===== config.mk =====
export PLATFORM = sky130hd
export DESIGN_NAME = vending_machine_multi
export DESIGN_NICKNAME = d
export VERILOG_FILES = /design/src/rtl/vm_pkg.sv /design/src/rtl/vm_stock_bank.sv /design/src/rtl/vending_machine_multi.sv
export SDC_FILE = /design/constraint.sdc
export NUM_CORES = 1
export LEC_CHECK = 0
export CAP_MARGIN = 20
export CORE_UTILIZATION = 46
export CTS_BUF_LIST = sky130_fd_sc_hd__clkbuf_2
export DETAILED_ROUTE_END_ITERATION = 8
export PLACE_DENSITY = 0.66
export SLEW_MARGIN = 20
export SYNTH_ARGS = -nofsm -noshare
export SYNTH_HDL_FRONTEND = slang
export SYNTH_SLANG_ARGS = --single-unit

===== constraint.sdc =====
create_clock -name clk -period 7.5 [get_ports clk]
set_input_delay 1.125 -clock clk [delete_from_list [all_inputs] [get_ports clk]]
set_output_delay 1.125 -clock clk [all_outputs]
set_load 0.01 [all_outputs]

===== src/rtl/vm_pkg.sv =====
// vm_pkg: coin codes, coin helpers and FSM state encoding shared by the vending machine.
package vm_pkg;
    localparam logic [1:0] COIN_1    = 2'b00;
    localparam logic [1:0] COIN_2    = 2'b01;
    localparam logic [1:0] COIN_5    = 2'b10;
    localparam logic [1:0] COIN_NONE = 2'b11;

    typedef enum logic [1:0] {S_IDLE, S_VEND, S_CHANGE} state_t;

    function automatic logic [2:0] coin_value(input logic [1:0] code);
        return code == COIN_1 ? 3'd1 : code == COIN_2 ? 3'd2 : code == COIN_5 ? 3'd5 : 3'd0;
    endfunction

    // Largest coin not exceeding bal; COIN_NONE once nothing is owed.
    function automatic logic [1:0] change_pick(input logic [31:0] bal);
        return bal >= 32'd5 ? COIN_5 : bal >= 32'd2 ? COIN_2 : bal >= 32'd1 ? COIN_1 : COIN_NONE;
    endfunction
endpackage


===== src/rtl/vm_stock_bank.sv =====
// vm_stock_bank: per-item stock counters with vend decrement, saturating restock and low/sold-out flags.
module vm_stock_bank #(
    parameter int NUM_ITEMS  = 4,
    parameter int STOCK_W    = 4,
    parameter int INIT_STOCK = 5,
    parameter int LOW_THRESH = 1,
    localparam int IW = NUM_ITEMS > 1 ? $clog2(NUM_ITEMS) : 1
) (
    input  logic                 clk,
    input  logic                 rst_n,
    input  logic                 dec_i,
    input  logic [IW-1:0]        dec_item_i,
    input  logic                 rs_i,
    input  logic [IW-1:0]        rs_item_i,
    input  logic [STOCK_W-1:0]   rs_qty_i,
    output logic [NUM_ITEMS-1:0] low_stock_o,
    output logic [NUM_ITEMS-1:0] sold_out_o
);
    logic [STOCK_W-1:0] stock_q [NUM_ITEMS];

    for (genvar i = 0; i < NUM_ITEMS; i++) begin : g_item
        logic [STOCK_W:0] sum_d;
        // A vend only happens on a non-empty item, so the extra bit absorbs both the add and the subtract.
        always_comb begin
            sum_d = {1'b0, stock_q[i]}
                  + ((rs_i && rs_item_i == IW'(i)) ? {1'b0, rs_qty_i} : '0)
                  - ((dec_i && dec_item_i == IW'(i)) ? (STOCK_W+1)'(1) : '0);
        end
        always_ff @(posedge clk or negedge rst_n) begin
            if (!rst_n)
                stock_q[i] <= STOCK_W'(INIT_STOCK);
            else
                stock_q[i] <= sum_d[STOCK_W] ? '1 : sum_d[STOCK_W-1:0];
        end
        assign low_stock_o[i] = stock_q[i] <= STOCK_W'(LOW_THRESH);
        assign sold_out_o[i]  = stock_q[i] == '0;
    end
endmodule


===== src/rtl/vending_machine_multi.sv =====
// vending_machine_multi: multi-item vending FSM with per-item stock, restock and coin-by-coin change.
module vending_machine_multi
    import vm_pkg::*;
#(
    parameter int NUM_ITEMS = 4,
    parameter int BAL_W = 7,
    parameter int MAX_BAL = 99,
    parameter logic [NUM_ITEMS*BAL_W-1:0] ITEM_PRICES = {7'd15, 7'd12, 7'd10, 7'd7},
    parameter int STOCK_W = 4,
    parameter int INIT_STOCK = 5,
    parameter int LOW_THRESH = 1,
    parameter bit AUTO_CHANGE = 1'b1,
    localparam int IW = NUM_ITEMS > 1 ? $clog2(NUM_ITEMS) : 1
) (
    input  logic                 clk,
    input  logic                 rst_n,
    input  logic [1:0]           coin_i,
    input  logic                 select_valid_i,
    input  logic [IW-1:0]        select_item_i,
    input  logic                 cancel_i,
    input  logic                 restock_i,
    input  logic [IW-1:0]        restock_item_i,
    input  logic [STOCK_W-1:0]   restock_qty_i,
    input  logic                 change_ready_i,
    output logic                 dispense_o,
    output logic [IW-1:0]        dispense_item_o,
    output logic                 deny_o,
    output logic                 coin_reject_o,
    output logic                 change_valid_o,
    output logic [1:0]           change_coin_o,
    output logic [BAL_W-1:0]     balance_o,
    output logic [NUM_ITEMS-1:0] low_stock_o,
    output logic [NUM_ITEMS-1:0] sold_out_o,
    output logic                 busy_o
);
    state_t               state_q;
    logic [BAL_W-1:0]     bal_q;
    logic [IW-1:0]        item_q;
    logic [1:0]           change_coin_q;
    logic                 dispense_q, deny_q, coin_reject_q, change_valid_q;
    logic [BAL_W-1:0]     price, change_left;
    logic [BAL_W:0]       coin_sum;
    logic                 idle, cancel_go, sel_go, coin_ok;
    logic [NUM_ITEMS-1:0] sold_out;

    always_comb begin
        idle        = state_q == S_IDLE;
        price       = ITEM_PRICES[select_item_i*BAL_W +: BAL_W];
        coin_sum    = {1'b0, bal_q} + (BAL_W+1)'(coin_value(coin_i));
        change_left = bal_q - BAL_W'(coin_value(change_coin_q));
        cancel_go   = idle && cancel_i && bal_q != '0;
        sel_go      = idle && !cancel_i && select_valid_i && bal_q >= price && !sold_out[select_item_i];
        // Any coin that is not credited here is pushed back out, including those racing a cancel or vend.
        coin_ok     = idle && !cancel_go && !sel_go && coin_i != COIN_NONE
                   && coin_sum <= (BAL_W+1)'(MAX_BAL);
    end

    always_ff @(posedge clk or negedge rst_n) begin
        if (!rst_n) begin
            state_q        <= S_IDLE;
            bal_q          <= '0;
            item_q         <= '0;
            dispense_q     <= 1'b0;
            deny_q         <= 1'b0;
            coin_reject_q  <= 1'b0;
            change_valid_q <= 1'b0;
            change_coin_q  <= COIN_NONE;
        end else begin
            dispense_q    <= 1'b0;
            deny_q        <= idle && !cancel_i && select_valid_i && !sel_go;
            coin_reject_q <= coin_i != COIN_NONE && !coin_ok;
            case (state_q)
                S_IDLE: begin
                    if (cancel_go) begin
                        state_q        <= S_CHANGE;
                        change_valid_q <= 1'b1;
                        change_coin_q  <= change_pick(32'(bal_q));
                    end else if (sel_go) begin
                        state_q    <= S_VEND;
                        bal_q      <= bal_q - price;
                        item_q     <= select_item_i;
                        dispense_q <= 1'b1;
                    end else if (coin_ok) begin
                        bal_q <= coin_sum[BAL_W-1:0];
                    end
                end
                S_VEND: begin
                    if (AUTO_CHANGE && bal_q != '0) begin
                        state_q        <= S_CHANGE;
                        change_valid_q <= 1'b1;
                        change_coin_q  <= change_pick(32'(bal_q));
                    end else begin
                        state_q <= S_IDLE;
                    end
                end
                default: begin
                    if (change_ready_i) begin
                        bal_q         <= change_left;
                        change_coin_q <= change_pick(32'(change_left));
                        if (change_left == '0) begin
                            state_q        <= S_IDLE;
                            change_valid_q <= 1'b0;
                        end
                    end
                end
            endcase
        end
    end

    vm_stock_bank #(
        .NUM_ITEMS (NUM_ITEMS),
        .STOCK_W   (STOCK_W),
        .INIT_STOCK(INIT_STOCK),
        .LOW_THRESH(LOW_THRESH)
    ) u_stock (
        .clk        (clk),
        .rst_n      (rst_n),
        .dec_i      (sel_go),
        .dec_item_i (select_item_i),
        .rs_i       (restock_i),
        .rs_item_i  (restock_item_i),
        .rs_qty_i   (restock_qty_i),
        .low_stock_o(low_stock_o),
        .sold_out_o (sold_out)
    );

    assign sold_out_o      = sold_out;
    assign dispense_o      = dispense_q;
    assign dispense_item_o = item_q;
    assign deny_o          = deny_q;
    assign coin_reject_o   = coin_reject_q;
    assign change_valid_o  = change_valid_q;
    assign change_coin_o   = change_coin_q;
    assign balance_o       = bal_q;
    assign busy_o          = state_q != S_IDLE;
endmodule

# ---- Yosys cells after proc, flatten, opt, wreduce, memory -nomap -nowiden
# Index checks and enable logic that the tools add are counted.
dict set report totals {
  reg_bits 33
  latchBits 0
  ram_bits 0
  romBits 0
  inputBits 16
  output_inout_bits 24
  elab_cells 151
  n_memories 0
}
dict set report classes {
  addsub 11
  n_mul 1
  div_mod_pow 0
  order_cmp 13
  n_eq_ne 17
  shift 1
  muxes 49
  n_bitwise 2
  n_reduce_logical 45
}
# cell count
set ops {}
lappend ops {{2-to-1 mux 4 bit} 8}
lappend ops {{2-to-1 mux 2 bit} 14}
lappend ops {{2-to-1 mux 7 bit} 4}
lappend ops {{indexed part select 28 x 6 -> 7 bit, first input constant} 1}
lappend ops {{adder 4 x 5 -> 5 bit} 4}
lappend ops {{logical AND 1 bit} 20}
lappend ops {{subtractor 5 bit} 4}
lappend ops {{2-to-1 mux 3 bit} 6}
lappend ops {{less-or-equal comparator 4 x 1 -> 1 bit, second input constant} 4}
lappend ops {{zero test 4 bit} 4}
lappend ops {{greater-or-equal comparator 7 x 1 -> 1 bit, second input constant} 2}
lappend ops {{greater-or-equal comparator 7 x 2 -> 1 bit, second input constant} 2}
lappend ops {{greater-or-equal comparator 7 x 3 -> 1 bit, second input constant} 2}
lappend ops {{one-hot mux 7 bit (2 select lines)} 1}
lappend ops {{== test 2 bit, second input constant} 6}
lappend ops {{2-to-1 mux 1 bit} 12}
lappend ops {{== test 2 x 1 -> 1 bit, second input constant} 5}
lappend ops {{zero test 2 bit} 5}
lappend ops {{AND reduction 3 bit} 3}
lappend ops {{adder 7 x 3 -> 8 bit} 1}
lappend ops {{less-or-equal comparator 8 x 7 -> 1 bit, second input constant} 1}
lappend ops {{one-hot mux 2 bit (2 select lines)} 2}
lappend ops {{AND reduction 4 bit} 2}
lappend ops {{greater-or-equal comparator 7 bit} 1}
lappend ops {{15 further kinds} 25}

# ---- Depth between registers and ports, before layout
# Gate-level depths: netlist of the first run.
dict set report logic_depth {
  word_depth 13
  mapped_depth 19
  depth_no_buf 18
}

# ---- Hierarchy
# Synthesis of the first run repeated with hierarchy kept, for this count alone.
dict set report hier_totals {
  hier_cells 377
  area_unflattened_um2 3385.7
}
# module n_inst cells_per_inst area_each_um2 seq_area_each_um2
set by_module_without_submodules {}
lappend by_module_without_submodules {vending_machine_multi 1 194 1705.4 427.9}
lappend by_module_without_submodules {vm_stock_bank 1 183 1680.4 410.4}

# ---- Worst setup path before layout of the first run
# Ideal clock, no wire load.
dict set report synth_timing {
  path_kind {input -> register}
  start {in select_item_i[0]}
  end {reg u_stock.stock_q[1] (netlist bit)}
  setup_ps 127
  t_arrival_ps 4336
  t_required_ps 7373
  setup_slack_ps 3036
  path_stages 18
  path_buffers 1
  path_cell_list {inv_1 -> ha_1 -> ha_1 -> nor2b_1 -> o31a_1 -> or3_1 -> clkbuf_1 -> and3_1 -> ha_1 -> inv_1 -> ha_1 -> inv_1 -> fa_1 -> inv_1 -> a21o_1 -> a21oi_1 -> xor2_1 -> nand2_1}
}
dict set report synth_between {
  elab_chain_cells 9
  word_cells_on_any_way 13
  cone_classes {add/sub (1); mul (1); order compare (1); eq/ne (1); shift (1); mux (4); reduce/logical (4)}
}
# item line_no
set synth_lines {}
lappend synth_lines {{start: declaration} vending_machine_multi.sv:19} ;# input logic [IW-1:0] select_item_i,
lappend synth_lines {{multiplier 2 x 3 -> 5 bit} vending_machine_multi.sv:48} ;# price = ITEM_PRICES[select_item_i*BAL_W +: BAL_W];
lappend synth_lines {{indexed part select 28 x 6 -> 7 bit} vending_machine_multi.sv:48}
lappend synth_lines {{greater-or-equal comparator 7 bit} vending_machine_multi.sv:52} ;# sel_go = idle && !cancel_i && select_valid_i && bal_q >= price && !sold_out[select_item_i];
lappend synth_lines {{logical AND 1 bit (2 in series)} vending_machine_multi.sv:52}
lappend synth_lines {{logical AND 1 bit (*)} vm_stock_bank.sv:27} ;# - ((dec_i && dec_item_i == IW'(i)) ? (STOCK_W+1)'(1) : '0);
lappend synth_lines {{2-to-1 mux 1 bit (*)} vm_stock_bank.sv:27}
lappend synth_lines {{subtractor 5 bit (*)} vm_stock_bank.sv:27}
lappend synth_lines {{2-to-1 mux 4 bit (*)} vm_stock_bank.sv:33} ;# stock_q[i] <= sum_d[STOCK_W] ? '1 : sum_d[STOCK_W-1:0];
lappend synth_lines {{end signal: indexed assignment} vm_stock_bank.sv:31} ;# stock_q[i] <= STOCK_W'(INIT_STOCK);
lappend synth_lines {{end signal: indexed assignment} vm_stock_bank.sv:33}
lappend synth_lines {{end: declaration} vm_stock_bank.sv:19} ;# logic [STOCK_W-1:0] stock_q [NUM_ITEMS];
# Every way passes the cells marked *; elsewhere a longest branch is shown, timed or not. The select of a mux whose other input is x is not followed.
# A chain may end at the register's enable or synchronous reset.

# ---- Worst setup path after layout of the first run
# Ends and elaborated chain as after synthesis.

==> impl_results.md, run 1 <==
* CTS tree: yes
* Global Route Usage Sum at a little over a fifth
* H-tree lvl count at 2
* Length of the first detailed-routing pass in iterations at 4
* Starting Density at 48.55%
* Distinct cell type count of the synthesized netlist at between 50 and 60
* PortBufs at 39
* Critical-path cell list: clkdlybuf4s50_1 -> inv_1 -> ha_1 -> ha_1 -> nor2b_1 -> o31a_1 -> or3_1 -> and3_1 -> ha_1 -> inv_1 -> ha_1 -> inv_1 -> fa_1 -> inv_1 -> a21o_1 -> a21oi_1 -> xor2_1 -> nand2_1
* Top flip-flop cell by instance count after synthesis: sky130_fd_sc_hd__dfrtp_1
* Number of register bits inferred by synthesis at 33
* Worst Max-Slew Pin Slew at 0.7745 ns
* Portion of total power attributed to the clock network at under 10%
* Gate power share at 64.3%
* Congestion Overflow GR at 0
* WL final at around 7200 um
* Status: complete, no violations
* Cells resized by post-CTS repair at 0
* Final std cells w/o fill at 527
* Die outline height at 87.38 um
* Buffers inserted during post-CTS setup optimization at 0
* Reg-to-Reg End: u_stock.stock_q[1]$_DFF_PN0_
* Highest net fanout along the worst path at 13
* Min-Delay Path Class: flop to flop
* Total standard cell area after synthesis at 3353 um^2
* Site row count at 30
* 1st-iter DRT viols at 124
* Proportion of total power due to net switching at around 46%
* Pin count of the biggest net entering global routing at 34
* TritonCTS Buffers at 5
* RSZ-0062 raised after global routing: false
* Layer carrying the most global-route usage: met2
* Master of the slowest instance on the critical path: sky130_fd_sc_hd__clkdlybuf4s50_1
* Type of element launching the critical path: primary input
* Fraction of power consumed by sequential logic at a little over a quarter
* Syn. warnings at 0
* Sort of element at the end of the critical path: flop
* Setup Viol. Count Final at 0
* Top-area cell type share of the netlist area at 17.91%
* Placeable Area at slightly below 7000 um^2
* Worst Setup Path Type: primary input to flop
* Layout cells sized above 1 at 7.425%
* Arrival time of data at the critical path endpoint at 5.29 ns
* Minimum period implied by the final worst setup slack at 5.026 ns
* Layout-stage area growth over the synthesis result at 15.86%
* Post-route clock period utilization at 67.02%
* Clock-pin slew on the worst setup and hold paths at 0.18 ns
* Initial antenna violation count at 0
* Number of instances in the placed design at 519
* Net switching component of the power at 0.6256 mW
* Per-cell routed wire length at 13.67 um
* Number of synthesized flops with an enable pin at 0
* Most common cell after layout, fill and taps aside: sky130_fd_sc_hd__inv_1
* Cell types occupying the most area after synthesis: sky130_fd_sc_hd__ha_1 (18%), sky130_fd_sc_hd__dfrtp_1 (17%), sky130_fd_sc_hd__dfstp_2 (7.8%)
* Worst Path Required at 7.77 ns
* Num ports at 40
* Startpoint of the worst hold path: change_coin_o[1]$_DFFE_PN1P_
* Global-route track usage on met3 at 2.749%
* Dpl hpwl at between 5000 and 6000 um
* Async set-or-reset flop fraction in the synthesized netlist at 100.0%
* Vias in the first global route at 2,716
* Cell-internal power at around 0.73 mW
* Average instance area after synthesis at 8.532 um^2
* Total negative slack for setup checks at 0 ns
* Number of buffers inserted by hold repair at cts at 0
* Max-capacitance violation count at 0
* Worst r2r path cells at 15
* Static power due to leakage at 1.858 nW
* Count of antenna-violating nets left after detailed routing at 0
* Highest-count cells in the layout ignoring fill and taps: sky130_fd_sc_hd__inv_1 (66), sky130_fd_sc_hd__ha_1 (48), sky130_fd_sc_hd__clkdlybuf4s50_1 (39)
* Crit path buf inv count at 5
* TritonCTS sink count at 33
* Die area at 7635 um^2
* Clock tree root buffer cell: sky130_fd_sc_hd__clkbuf_2
* Final routed DRC violation total at 0
* Number of nets in the synthesized netlist at 464
* Met1 Track Usage GR at 25.72%
* Met2 Track Usage GR at 37.29%
* Die width at roughly 87 um
* Top Family by Delay on Critical Path: adder cells
* Post-layout nets at 501
* Power per cell area at roughly 350 nW/um^2
* Antenna cells at 0
* Wire length of the first global-routing pass at approximately 12,000 um
* Maximum ir drop on the vdd rail at 0.0001487 V
* R2R setup slack at 3.46 ns
* Slew margin rel. at 47.97%
* Final Skew at 0.03310 ns
* Maximum single-stage delay on the critical path at ~0.6 ns
* Max Root-Sink Buffers at 2
* Final Wtd Congestion at 0.8316
* Fill cell instance count of the final layout at 688
* Number of pins exceeding their max-slew limit in the final report at 0
* Number of vias per cell at 5.372
* Launch point of the worst reg-to-reg path: balance_o[1]$_DFFE_PN0P_
* Area leader, netlist: sky130_fd_sc_hd__ha_1
* Maximum clock frequency at approximately 200 MHz
* Portion of the post-synthesis area used by sequential elements at between 20% and 30%
* Overall via count from detail_route at 2,831
* Final hold viol count at 0
* Worst-skew pair later-pin latency at 0.40 ns
* Cell count of the worst hold path at 2
* Destination of the worst hold path: change_coin_o[1]$_DFFE_PN1P_
* Post-synthesis instance total at roughly 400
==> per-stage QoR <==
stage	cell area, um^2	total power [mW]	worst slack [ns]	hold slack, ns	util [%]
3_3_place_gp	3821	1.220	2.209	0.4696	55.33
3_5_place_dp	3821	1.236	2.063	0.4793	55.33
5_1_grt	3885	1.499	2.276	0.5202	56.25
6_report	3885	1.353	2.474	0.5036	56.25
2_1_floorplan	3353	1.005	3.036	0.4884	-
4_1_cts	3885	1.363	2.489	0.5113	56.25
==> layout make-up <==
type,count,area (um^2),share of cell area [%]
repair buffers,41,405.4,10.43
clock inverters,2,33.78,0.8696
inverters,66,247.7,6.377
well taps,96,120.1,3.092
clock buffers,6,30.03,0.7729
flip-flops and latches,33,838.3,21.58
multi-input cells,283,2210,56.88
==> flip-flops by register name, summed over array words and instances, names as in the netlist <==
| register | count |
|---|---|
| u_stock.stock_q | 16 |
| balance_o | 7 |
| change_coin_o | 2 |
| dispense_item_o | 2 |
| state_q | 2 |
| change_valid_o | 1 |
| coin_reject_o | 1 |
| deny_o | 1 |
| dispense_o | 1 |
==> per-layer routing <==
metal / wire length, um / up-vias
met5: 0 / -
met4: 174 / 0
met3: 216 / 11
met2: 3594 / 58
met1: 3221 / 1327
li1: - / 1435
==> cell families after synthesis <==
group | Yosys count | share of synthesized area [%]
compound gates | 76 | 15.97
xor+xnor | 21 | 5.485
fa+ha+maj | 55 | 22.09
buf+inv | 77 | 9.104
flops | 33 | 25.00
mux | 6 | 2.164
simple gates | 125 | 20.19
==> cells in the mapped netlist (2+ instances only) <==
cell                         n
sky130_fd_sc_hd__a2111oi_0   2
sky130_fd_sc_hd__a211oi_1    4
sky130_fd_sc_hd__a21o_1     11
sky130_fd_sc_hd__a21oi_1    21
sky130_fd_sc_hd__a31oi_1     5
sky130_fd_sc_hd__and2_1      2
sky130_fd_sc_hd__and3_1      7
sky130_fd_sc_hd__buf_6       2
sky130_fd_sc_hd__clkbuf_1    7
sky130_fd_sc_hd__dfrtp_1    23
sky130_fd_sc_hd__dfstp_2    10
sky130_fd_sc_hd__fa_1        7
sky130_fd_sc_hd__ha_1       48
sky130_fd_sc_hd__inv_1      66
sky130_fd_sc_hd__mux2_1      2
sky130_fd_sc_hd__mux2_4      2
sky130_fd_sc_hd__mux2i_1     2
sky130_fd_sc_hd__nand2_1    22
sky130_fd_sc_hd__nand2b_1    7
sky130_fd_sc_hd__nand3_1    18
sky130_fd_sc_hd__nand3b_1    2
sky130_fd_sc_hd__nand4_1     8
sky130_fd_sc_hd__nor2_1     23
sky130_fd_sc_hd__nor2b_1     8
sky130_fd_sc_hd__nor3_1      9
sky130_fd_sc_hd__nor4_1      6
sky130_fd_sc_hd__o211ai_1    4
sky130_fd_sc_hd__o211ai_2    3
sky130_fd_sc_hd__o21a_1      4
sky130_fd_sc_hd__o21ai_0     5
sky130_fd_sc_hd__o21ai_1     3
sky130_fd_sc_hd__o31ai_1     4
sky130_fd_sc_hd__or3_1       5
sky130_fd_sc_hd__or4_1       2
sky130_fd_sc_hd__xnor2_1     7
sky130_fd_sc_hd__xor2_1     14
==> how the worst max path moves through the flow <==
stage | startpoint | endpoint | slack, ns | cells after the start
final | select_item_i[0] | u_stock.stock_q[1]$_DFF_PN0_ | 2.47 | 18
after detailed placement | select_item_i[0] | u_stock.stock_q[1]$_DFF_PN0_ | 2.06 | 18
after global placement | select_item_i[0] | u_stock.stock_q[3]$_DFF_PN0_ | 2.21 | 18
after global routing | select_item_i[0] | u_stock.stock_q[1]$_DFF_PN0_ | 2.28 | 18
after CTS | select_item_i[0] | u_stock.stock_q[3]$_DFF_PN0_ | 2.49 | 18
after floorplan | select_item_i[0] | u_stock.stock_q[1]$_DFF_PN0_ | 3.04 | 18
==> power groups by stage <==
stage | registers, mW | clock network (mW) | logic, mW
after detailed placement | 0.366 | 0 | 0.870
after global routing | 0.375 | 0.135 | 0.989
after floorplan | 0.335 | 0 | 0.670
after CTS | 0.362 | 0.126 | 0.875
after global placement | 0.366 | 0 | 0.854
final | 0.363 | 0.121 | 0.870
==> tightest hold or removal path, delay by kind of cell, from the launching register on <==
kind / cells / cell delay, ns
AO/OA/AOI/OAI: 1 / 0.06
flip-flops: 1 / 0.42
AND/OR/NAND/NOR: 1 / 0.05
(Power assumes the default switching activity.)
==> run 2, diff against run 1 <==
--- a/config.mk
+++ b/config.mk
@@ -9,7 +9,7 @@
 export CORE_UTILIZATION = 46
 export CTS_BUF_LIST = sky130_fd_sc_hd__clkbuf_2
 export DETAILED_ROUTE_END_ITERATION = 8
-export PLACE_DENSITY = 0.66
+export PLACE_DENSITY = 0.68
 export SLEW_MARGIN = 20
 export SYNTH_ARGS = -nofsm -noshare
 export SYNTH_HDL_FRONTEND = slang
==> constraint.sdc (replaced) <==
create_clock -name clk -period 4.15 [get_ports clk]
set_input_delay 0.6225 -clock clk [delete_from_list [all_inputs] [get_ports clk]]
set_output_delay 0.6225 -clock clk [all_outputs]
set_load 0.01 [all_outputs]
==> impl_results.md, run 2 (synthesis results as in run 1) <==
* Status: complete, no violations
* Count of antenna-violating nets left after detailed routing at 0
* Largest register FFs at 16
* Worst Hold Margin at 0.5106 ns
* Length of the first detailed-routing pass in iterations at 4
* Worst Setup Path Type: primary input to flop
* Num ports at 40
* Cells resized by post-CTS repair at 0
* Slew margin rel. at between 50% and 60%
* Final routed DRC violation total at 0
* Clock tree root buffer cell: sky130_fd_sc_hd__clkbuf_2
* Dpl hpwl at 6068 um
* Clock-pin slew on the worst setup and hold paths at 0.21 ns
* Number of pins exceeding their max-slew limit in the final report at 0
* Post-layout nets at 523
* Top register by number of flip-flops: u_stock.stock_q
* Minimum period implied by the final worst setup slack at around 3.6 ns
* Layout cells sized above 1 at about an eighth
* 1st-iter DRT viols at 125
* Pin count of the biggest net entering global routing at 34
* Antenna cells at 0
* Static power due to leakage at 1.973 nW
* Sort of element at the end of the critical path: flop
* Layout-stage area growth over the synthesis result at 20.67%
* Number of vias per cell at around 5.3
* Final hold viol count at 0
* Max-capacitance violation count at 0
* Highest net fanout along the worst path at 5
* Max Root-Sink Buffers at 2
* Vias in the first global route at 2,809
* Wire length of the first global-routing pass at about 13,000 um
* TritonCTS Buffers at 5
* Site row count at 30
* Maximum ir drop on the vdd rail at 0.0002812 V
* Placeable Area at about 6900 um^2
* Power per cell area at 614.3 nW/um^2
* RSZ-0062 raised after global routing: false
* Per-cell routed wire length at 13.65 um
* CTS tree: yes
* WL final at 7492 um
* Overall via count from detail_route at 2,918
* Setup Viol. Count Final at 0
* Worst-skew pair later-pin latency at approximately 0.4 ns
* Buffers inserted during post-CTS setup optimization at 0
* Most common cell after layout, fill and taps aside: sky130_fd_sc_hd__inv_1
* Fill cell instance count of the final layout at around 660
* Highest-count cells in the layout ignoring fill and taps: sky130_fd_sc_hd__inv_1 (66), sky130_fd_sc_hd__ha_1 (48), sky130_fd_sc_hd__clkdlybuf4s50_1 (37)
* Post-route clock period utilization at slightly below 90%
* Die width at 87.38 um
* PortBufs at 39
* Starting Density at slightly below 50%
* Congestion Overflow GR at 0
* Global Route Usage Sum at 21.44%
* Type of element launching the critical path: primary input
* Total negative slack for setup checks at 0 ns
* Worst Path Required at 4.44 ns
* Die outline height at approximately 87 um
* Die area at 7635 um^2
* H-tree lvl count at 2
* TritonCTS sink count at 33
* Min-Delay Path Class: flop to flop
* Total power draw at between 2 and 2.5 mW
* Number of buffers inserted by hold repair at cts at 0
* Final Wtd Congestion at about 0.87
* Maximum clock frequency at 275.5 MHz
* Worst Max-Slew Pin Slew at ~0.67 ns
* Arrival time of data at the critical path endpoint at 3.92 ns
* Initial antenna violation count at 0
* Final Skew at approximately 0.025 ns
-- run 2: critical path, stage by stage --
cell,delay (ns)
sky130_fd_sc_hd__dlymetal6s2s_1,0.15
sky130_fd_sc_hd__buf_4,0.16
sky130_fd_sc_hd__ha_1,0.20
sky130_fd_sc_hd__ha_1,0.32
sky130_fd_sc_hd__o21a_1,0.20
sky130_fd_sc_hd__o31a_1,0.11
sky130_fd_sc_hd__or3_4,0.41
sky130_fd_sc_hd__and3_1,0.19
sky130_fd_sc_hd__ha_1,0.28
sky130_fd_sc_hd__inv_1,0.06
sky130_fd_sc_hd__ha_1,0.16
sky130_fd_sc_hd__inv_1,0.06
sky130_fd_sc_hd__fa_1,0.41
sky130_fd_sc_hd__inv_1,0.07
sky130_fd_sc_hd__a21o_1,0.10
sky130_fd_sc_hd__a21oi_1,0.10
sky130_fd_sc_hd__xor2_2,0.24
sky130_fd_sc_hd__nand2_1,0.07
-- run 2: cell type report --
cell class / instances / area, um^2 / area share, %
repair buffers: 63 / 575.6 / 14.22
flip-flops and latches: 33 / 838.3 / 20.72
inverters: 66 / 247.7 / 6.122
clock buffers: 5 / 25.02 / 0.6184
clock inverters: 3 / 17.52 / 0.4329
well taps: 96 / 120.1 / 2.968
multi-input cells: 283 / 2222 / 54.92
-- run 2: routing by layer --
metal	track usage [%]	wire, um
met1	26.35	3340
met2	37.78	3716
met3	3.033	274
met4	8.197	161
met5	0	0
-- run 2: final timing paths --
check	from	end	slack, ns	depth (start not counted)
setup reg to reg	balance_o[2]$_DFFE_PN0P_	u_stock.stock_q[3]$_DFF_PN0_	0.64	15
setup / recovery	select_item_i[0]	u_stock.stock_q[3]$_DFF_PN0_	0.52	18
hold / removal	change_coin_o[1]$_DFFE_PN1P_	change_coin_o[1]$_DFFE_PN1P_	0.51	2
max in group asynchronous	rst_n	u_stock.stock_q[0]$_DFF_PN1_	3.18	2
min in group asynchronous	rst_n	state_q[1]$_DFFE_PN0P_	0.60	2
hold reg to reg	change_coin_o[1]$_DFFE_PN1P_	change_coin_o[1]$_DFFE_PN1P_	0.51	2
-- run 2: through the flow --
| step | utilization [%] | std cells | cell area (um^2) | setup WS [ns] |
|---|---|---|---|---|
| 2_1_floorplan | - | 393 | 3353 | 0.1889 |
| 5_1_grt | 58.59 | 549 | 4046 | 0.2724 |
| 4_1_cts | 58.33 | 549 | 4029 | 0.09578 |
| 3_5_place_dp | 57.72 | 541 | 3986 | -0.3299 |
| 6_report | 58.59 | 549 | 4046 | 0.5197 |
| 3_3_place_gp | 57.72 | 541 | 3986 | -0.2544 |
-- run 2: where the power goes --
group          switching [mW]  internal, mW  leakage [nW]
combinational           0.904         0.806          1.58
clock                   0.123        0.0393        0.0287
sequential              0.139         0.474         0.360
total                    1.17          1.32          1.97
==> run 3, diff against run 2 <==
--- a/config.mk
+++ b/config.mk
@@ -6,10 +6,10 @@
 export NUM_CORES = 1
 export LEC_CHECK = 0
 export CAP_MARGIN = 20
-export CORE_UTILIZATION = 46
+export CORE_UTILIZATION = 30
 export CTS_BUF_LIST = sky130_fd_sc_hd__clkbuf_2
 export DETAILED_ROUTE_END_ITERATION = 8
-export PLACE_DENSITY = 0.68
+export PLACE_DENSITY = 0.48
 export SLEW_MARGIN = 20
 export SYNTH_ARGS = -nofsm -noshare
 export SYNTH_HDL_FRONTEND = slang
==> impl_results.md, run 3 (synthesis results as in run 1) <==
* Placeable Area at 10,890 um^2
* Number of buffers inserted by hold repair at cts at 0
* Number of vias per cell at ~4.9
* Max-capacitance violation count at 0
* Final std cells w/o fill at 596
* Clock tree root buffer cell: sky130_fd_sc_hd__clkbuf_2
* Worst Max-Slew Pin Slew at 0.6593 ns
* Length of the first detailed-routing pass in iterations at 4
* Top register by number of flip-flops: u_stock.stock_q
* Dpl hpwl at between 6000 and 7000 um
* Highest net fanout along the worst path at 5
* Top Metal Used: met4
* Maximum clock frequency at 274.0 MHz
* Minimum period implied by the final worst setup slack at around 3.6 ns
* Clock-pin slew on the worst setup and hold paths at about 0.2 ns
* RSZ-0062 raised after global routing: false
* Worst setup timing slack at the placement stage at -0.3343 ns
* 1st-iter DRT viols at between 50 and 60
* Buffers inserted during post-CTS setup optimization at 0
* Proportion of total power due to net switching at 46.76%
* Net switching component of the power at 1.181 mW
* Pin count of the biggest net entering global routing at 34
* Total power draw at around 2.5 mW
* Die width at 107.7 um
* Placed Instance Area at 4064 um^2
* R2R setup slack at 0.63 ns
* Per-cell routed wire length at 13.71 um
* Starting Density at 30.80%
* Sort of element at the end of the critical path: flop
* Portion of total power attributed to the clock network at between 6 and 7%
* Cells resized by post-CTS repair at 0
* Overall via count from detail_route at 2,897
* Gate power share at 68.9%
* Min-Delay Path Class: flop to flop
* Site row count at 38
* Die area at 11,600 um^2
* Most common cell after layout, fill and taps aside: sky130_fd_sc_hd__inv_1
* Cell-internal power at 1.345 mW
* Post-route cell area at 4119 um^2
* CTS tree: yes
* Worst-skew pair later-pin latency at 0.40 ns
* Final hold viol count at 0
* Startpoint of the worst hold path: change_coin_o[1]$_DFFE_PN1P_
* Power per cell area at 613.3 nW/um^2
* Count of antenna-violating nets left after detailed routing at 0
* Worst Path Required at between 4 and 5 ns
* Slew margin rel. at between 50% and 60%
* Fill cell instance count of the final layout at about 1,200
* Launch point of the worst reg-to-reg path: balance_o[2]$_DFFE_PN0P_
* Final Wtd Congestion at 0.7972
* Final Skew at 0.008456 ns
* Layout cells sized above 1 at 13.16%
* Vias in the first global route at just under 3,000
* Worst r2r path cells at 15
* Arrival time of data at the critical path endpoint at 3.94 ns
* Final routed DRC violation total at 0
* Wire length of the first global-routing pass at 14,120 um
* Post-layout nets at 526
* Global Route Usage Sum at 15.50%
* WL final at 8173 um
* Fraction of power consumed by sequential logic at approximately a quarter
* Number of instances in the placed design at 588
* Status: complete, no violations
* Layout-stage area growth over the synthesis result at 22.84%
* Routed wire length on met3 at 286 um
* Cell count of the worst hold path at 2
* Die outline height at ~110 um
* WL met2 at approximately 4000 um
* Static power due to leakage at 1.985 nW
* Destination of the worst hold path: change_coin_o[1]$_DFFE_PN1P_
* Worst Hold Margin at 0.5114 ns
* Highest-count cells in the layout ignoring fill and taps: sky130_fd_sc_hd__inv_1 (66), sky130_fd_sc_hd__ha_1 (47), sky130_fd_sc_hd__clkdlybuf4s50_1 (37)
* Sequential standard cell area at 838.3 um^2
* Largest register FFs at 16
* Multi-input logic area at roughly 2200 um^2
* TritonCTS sink count at 33
* H-tree lvl count at 2
* Initial antenna violation count at 0
* Max Root-Sink Buffers at 2
* Detailed-route wire length on metal 1 at 3740 um
* Worst Setup Path Type: primary input to flop
* Final core utilization at 37.83%
* Setup Viol. Count Final at 0
* Congestion Overflow GR at 0
* PortBufs at 39
* Type of element launching the critical path: primary input
* Num ports at 40
* TritonCTS Buffers at 5
* Crit path setup slack, layout at about 0.50 ns
* Post-route clock period utilization at roughly 88%
* Number of pins exceeding their max-slew limit in the final report at 0
* Antenna cells at 0
* Maximum ir drop on the vdd rail at 0.0002930 V
* Reg-to-Reg End: u_stock.stock_q[3]$_DFF_PN0_
* Total negative slack for setup checks at 0 ns
-- run 3: cell count changes in the layout (fill, tap and decap cells not counted), sizes merged --
cell  delta
buf      +3
-- run 3: layer usage --
layer | up-vias | GRT usage, %
li1 | 1490 | -
met1 | 1348 | 19.47
met2 | 51 | 27.20
met5 | - | 0
met3 | 8 | 2.361
met4 | 0 | 4.403
-- run 3: layout make-up --
class / count / area share (%)
Clock buffer: 5 / 0.6075
Tap cell: 140 / 4.253
Sequential cell: 33 / 20.35
Multi-Input combinational cell: 283 / 53.83
Timing Repair Buffer: 66 / 14.52
Clock inverter: 3 / 0.4253
Inverter: 66 / 6.015
-- run 3: worst max-delay path by stage --
stage                                start  slack, ns  cells after the start                      endpoint
after floorplan           select_item_i[0]       0.19                     18  u_stock.stock_q[1]$_DFF_PN0_
after global placement    select_item_i[1]      -0.24                     18  u_stock.stock_q[1]$_DFF_PN0_
after detailed placement  select_item_i[1]      -0.33                     19  u_stock.stock_q[3]$_DFF_PN0_
after CTS                 select_item_i[1]       0.12                     19  u_stock.stock_q[3]$_DFF_PN0_
after global routing      select_item_i[1]       0.30                     19  u_stock.stock_q[3]$_DFF_PN0_
final                     select_item_i[1]       0.50                     19  u_stock.stock_q[3]$_DFF_PN0_
-- run 3: critical path: stages --
cell	delay, ns
sky130_fd_sc_hd__dlymetal6s2s_1	0.19
sky130_fd_sc_hd__inv_1	0.12
sky130_fd_sc_hd__ha_1	0.29
sky130_fd_sc_hd__inv_1	0.06
sky130_fd_sc_hd__ha_1	0.17
sky130_fd_sc_hd__nor2b_1	0.06
sky130_fd_sc_hd__o31a_1	0.25
sky130_fd_sc_hd__or3_4	0.39
sky130_fd_sc_hd__and3_1	0.19
sky130_fd_sc_hd__ha_1	0.28
sky130_fd_sc_hd__inv_1	0.07
sky130_fd_sc_hd__ha_2	0.18
sky130_fd_sc_hd__inv_1	0.05
sky130_fd_sc_hd__fa_1	0.40
sky130_fd_sc_hd__inv_1	0.07
sky130_fd_sc_hd__a21o_1	0.10
sky130_fd_sc_hd__a21oi_1	0.07
sky130_fd_sc_hd__xor2_1	0.28
sky130_fd_sc_hd__nand2_1	0.09
-- run 3: power by group through the flow --
stage / clock network [mW] / logic [mW] / registers (mW)
detailed placement: 0 / 1.75 / 0.628
finish: 0.167 / 1.74 / 0.619
global route: 0.195 / 1.99 / 0.639
floorplan: 0 / 1.21 / 0.606
CTS: 0.178 / 1.76 / 0.621
global placement: 0 / 1.73 / 0.628
